`src/rtl/chan_arb_mux.sv`:
```
// rtl/chan_arb_mux.sv - registered N-channel valid/ready selector with fixed or round-robin grant
module chan_arb_mux #(
  parameter int WIDTH  = 32,
  parameter int NUM_CH = 8,
  parameter int SEL_W  = 3
) (
  input  logic                    clk,
  input  logic                    reset_n,
  input  logic                    mode,
  input  logic [SEL_W-1:0]        sel,
  input  logic [NUM_CH*WIDTH-1:0] in_data,
  input  logic [NUM_CH-1:0]       in_valid,
  output logic [NUM_CH-1:0]       in_ready,
  output logic [WIDTH-1:0]        out_data,
  output logic [SEL_W-1:0]        out_ch,
  output logic                    out_valid,
  input  logic                    out_ready
);

  logic [SEL_W-1:0]  ptr;
  logic [NUM_CH-1:0] grant;
  logic [SEL_W-1:0]  grant_idx;
  logic              granted;
  logic              can_load;
  int                idx;

  assign can_load = !out_valid || out_ready;

  // Round-robin scans ptr upward with wrap at NUM_CH; fixed mode ignores out-of-range sel.
  always_comb begin
    grant     = '0;
    grant_idx = '0;
    granted   = 1'b0;
    idx       = 0;
    if (!mode) begin
      for (int i = 0; i < NUM_CH; i++) begin
        if (int'(sel) == i && in_valid[i]) begin
          grant[i]  = 1'b1;
          grant_idx = SEL_W'(i);
          granted   = 1'b1;
        end
      end
    end else begin
      for (int k = 0; k < NUM_CH; k++) begin
        idx = int'(ptr) + k;
        if (idx >= NUM_CH) idx = idx - NUM_CH;
        if (!granted && in_valid[idx]) begin
          grant[idx] = 1'b1;
          grant_idx  = SEL_W'(idx);
          granted    = 1'b1;
        end
      end
    end
  end

  assign in_ready = (reset_n && can_load) ? grant : '0;

  always_ff @(posedge clk or negedge reset_n) begin
    if (!reset_n) begin
      out_valid <= 1'b0;
      out_data  <= '0;
      out_ch    <= '0;
      ptr       <= '0;
    end else if (can_load) begin
      if (granted) begin
        out_valid <= 1'b1;
        out_data  <= in_data[int'(grant_idx)*WIDTH +: WIDTH];
        out_ch    <= grant_idx;
        if (mode)
          ptr <= (grant_idx == SEL_W'(NUM_CH-1)) ? '0 : grant_idx + 1'b1;
      end else begin
        out_valid <= 1'b0;
      end
    end
  end

endmodule
```
`config.mk`:
```
export PLATFORM = sky130hd
export DESIGN_NAME = chan_arb_mux
export DESIGN_NICKNAME = d
export VERILOG_FILES = /design/src/rtl/chan_arb_mux.sv
export SDC_FILE = /design/constraint.sdc
export NUM_CORES = 1
export LEC_CHECK = 0
export ABC_AREA = 1
export CAP_MARGIN = 20
export CORE_MARGIN = 1.5
export CORE_UTILIZATION = 41
export DETAILED_ROUTE_END_ITERATION = 7
export GPL_TIMING_DRIVEN = 0
export HOLD_SLACK_MARGIN = 0.12
export PLACE_DENSITY = 0.81
export SYNTH_ARGS = -nofsm -noshare
export SYNTH_HDL_FRONTEND = slang
export SYNTH_SLANG_ARGS = --single-unit
export TNS_END_PERCENT = 5
```
`constraint.sdc`:
```
create_clock -name clk -period 4.7 [get_ports clk]
set_input_delay 0.705 -clock clk [delete_from_list [all_inputs] [get_ports clk]]
set_output_delay 0.705 -clock clk [all_outputs]
set_load 0.01 [all_outputs]
```
==> impl_metrics.py <==
metrics = {
    "clock_tree": {
        "numCtsBuffers": 5,
        "clock-root-buffer": "clkbuf_16",
        "cts_tree": "yes",
        "cts_sinks": 39,
        "clock_path_buffers": 2,
        "clkTransAtPathRegs_ns": 0.06,
        "postCtsSetupBuffers": 0,
        "htreeDepth": 2,
        "clk_latency_ns": 0.28,
        "holdBufCountCts": 0,
    },
    "pwr": {
        "p_leak_nw": 4.53,
        "finalPower_mw": 5.99,
        "p_per_area_mw_per_mm2": 631,
        "peakVddDrop_v": 0.000284,
    },
    "detailed_routing": {
        "wl_met3_mm": 2.80,
        "drt_iter0_drc": 1092,
        "met2_length_mm": 14.0,
        "drc": 0,
        "wl_met1_mm": 11.4,
        "drt-total-wl_mm": 29.5,
        "vias": 8882,
        "dr.pass1.iters": 7,
        "detail_route.wl_per_cell_um": 18.6,
        "vias_per_cell": 5.59,
        "ant_nets": 0,
        "highest-signal-layer": "met5",
    },
    "yosys": {
        "syn_inst": 1083,
        "synthTopCellsByArea": "nand3_1 27%, nand2_1 24%, dfrtp_1 17%, inv_1 5.3%, nand3b_1 4.3%",
        "synthDominantCellAreaShare_pct": 26.5,
        "postSynthAreaPerCell_sq_um": 5.46,
        "ys_warn_count": 0,
        "synth_area_leader_cell": "nand3_1",
        "ys_ff_latch": 39,
        "synth.yosys.seq_area_share_pct": 16.5,
        "syn-num-nets": 1365,
        "syn_area_sq_mm": 0.00591,
        "synth_cell_type_count": 39,
    },
    "placed_design": {
        "dp_hpwl_mm": 23.9,
        "globalplace.congestion": 1.02,
        "dpl_cell_area_sq_mm": 0.00927,
        "io_buffer_count": 314,
    },
    "outcome": {
        "status": "finished, final reports clean",
    },
    "critical_path": {
        "crit_chain": "inv_2, buf_6, clkbuf_4, ha_1, inv_2, nand3_1, nand2_1, nand2_1, nand2_1, nand3_1, nor2_1, nand4_4, nor2_4, nand2_1, o211ai_1, o211ai_1, inv_1, clkdlybuf4s50_1",
        "cpMostUsedCell": "nand2_1",
        "max_stage_delay_ns": 0.54,
        "path_class": "flop to output port",
        "crit_required_ns": 3.99,
        "arrival_ns": 3.83,
        "slowest_stage": "clkdlybuf4s50_1",
        "cp-end-kind": "output port",
        "start_kind": "flop",
        "worstPathMaxFanout": 11,
    },
    "cells_and_area": {
        "final_common_cell": "nand2_1",
        "nFillCells": 1353,
        "drive_gt1_share_pct": 6.90,
        "fin_nets": 1686,
        "final_cell_mix": "379 x nand2_1, 313 x clkdlybuf4s50_1, 312 x nand3_1, 82 x inv_1, 38 x dfrtp_1",
        "syn2layout_area_growth_pct": 60.7,
        "final_area_sq_mm": 0.00949,
    },
    "sta": {
        "fin_crit_ns": 4.54,
        "hold_viol": 0,
        "max_slew_margin_pct": 39.6,
        "setup_viol": 0,
        "period_share_pct": 96.5,
        "worst_slew_pin_slew_ns": 0.906,
        "skew_ns": 0.00568,
        "max_freq_mhz": 220,
        "grt_setup_unrepaired": "yes",
        "drv_slew": 0,
    },
    "floorplanning": {
        "io_pins": 315,
        "die_y_um": 123,
        "die_area_sq_mm": 0.0151,
        "core_area_sq_mm": 0.0140,
        "rows": 43,
        "start_util_pct": 42.2,
        "die_w_um": 123,
    },
    "grt": {
        "grt_pass1_wl_mm": 42.5,
        "grtUsageTotal_pct": 36.9,
        "antenna_found_initial": 4,
        "grt_overflow": 0,
        "grt_max_degree": 41,
        "grt_pass1_vias": 8007,
    },
    "flow_run": {
        "cap_violations": 0,
    },
    "hold_path": {
        "hold_path_class": "flop to flop",
    },
}
-- path summary, 6_finish.rpt --
| check | cells after the start | slack [ns] | to | startpoint |
|---|---|---|---|---|
| max in group asynchronous | 1 | 3.52 | ptr[0]$_DFFE_PN0P_ | reset_n |
| worst max register to register | 23 | 0.55 | ptr[2]$_DFFE_PN0P_ | ptr[0]$_DFFE_PN0P_ |
| worst min-delay path | 2 | 0.48 | out_data[2]$_DFFE_PN0P_ | out_data[2]$_DFFE_PN0P_ |
| worst max-delay path | 18 | 0.16 | in_ready[3] | ptr[0]$_DFFE_PN0P_ |
| min in group asynchronous | 1 | 0.55 | out_data[24]$_DFFE_PN0P_ | reset_n |
| worst min register to register | 2 | 0.48 | out_data[2]$_DFFE_PN0P_ | out_data[2]$_DFFE_PN0P_ |
-- kinds of logic after synthesis --
family,synth area share (%)
DFF,16.5
buffers and inverters,12.6
xor gates and xnor gates,0.148
adders and majority gates,2.33
and+or+nand+nor,62.2
AOI/OAI and AO/OA,6.18
-- critical path, delay by kind of cell, from the launching register on --
| kind | cells | cell delay (ns) |
|---|---|---|
| adders and majority gates | 1 | 0.31 |
| buffers and inverters | 6 | 1.30 |
| and+or+nand+nor | 9 | 1.21 |
| DFF | 1 | 0.45 |
| AOI/OAI and AO/OA | 2 | 0.27 |
-- where the power goes --
part / switching, mW / internal (mW) / leakage [nW]
clock network: 0.140 / 0.250 / 0.0838
logic: 3.23 / 1.75 / 3.97
registers: 0.130 / 0.501 / 0.477
-- layer usage --
metal / GRT usage (%) / vias to the layer above
met5: 0 / -
met4: 13.9 / 2
met3: 6.27 / 87
met2: 62.3 / 525
met1: 47.0 / 4047
li1: - / 4221
-- flip-flops by register name, summed over array words and instances (netlist names) --
name	count
out_ch	3
ptr	3
out_valid	1
out_data	32
-- cell usage after synthesis --
cell type and number:
nand2_2 6, o32ai_1 1, nand3b_1 34, buf_4 13
inv_1 84, clkinv_1 3, a211oi_1 2, o21ai_0 15
inv_2 8, nand4_1 6, nand2_1 380, o211ai_1 3
nor2_1 28, a31oi_2 1, o21ai_2 1, nand3_1 313
nor2_2 2, clkbuf_1 29, nor3_1 21, o21ai_1 2
buf_6 1, nor2_4 1, buf_2 34, a21boi_0 1
o2111ai_1 2, a31oi_1 3, a221oi_1 4, nand2_4 2
xor2_1 1, dfrtp_1 39, nand3_2 4, o22ai_1 1
a21oi_1 17, ha_1 11, nand4_2 3, o221ai_1 3
or2_2 2, or2_1 1, a21oi_4 1
-- cell type report --
type | instances | area [sq um] | area share (%)
diodes | 3 | 7.51 | 0.0791
plain buffers | 77 | 394 | 4.15
clock buffers | 5 | 125 | 1.32
clock inverters | 3 | 43.8 | 0.461
inverters | 95 | 357 | 3.76
multi-input cells | 872 | 4230 | 44.5
flip-flops and latches | 39 | 977 | 10.3
well taps | 180 | 225 | 2.37
repair buffers | 314 | 3140 | 33.1
-- per-stage QoR --
stage	hold WS [ns]	std cells	util (%)	setup WS, ns	setup TNS (ns)
floorplan	0.409	1083	-	1.22	0
global placement	0.462	1577	66.3	-0.0206	-0.0206
detailed placement	0.465	1577	66.3	0.000434	0
CTS	0.480	1585	67.6	0.0142	0
global route	0.488	1588	67.9	-0.0294	-0.0305
finish	0.479	1588	67.9	0.164	0
-- timing repair --
item	in CTS	in global routing
resized for setup	4	11
endpoints found under the setup margin	8	8
gates cloned	0	0
pin swaps	0	0
endpoints found under the hold margin	0	0
No activity file was read; power rests on OpenSTA's default activity.
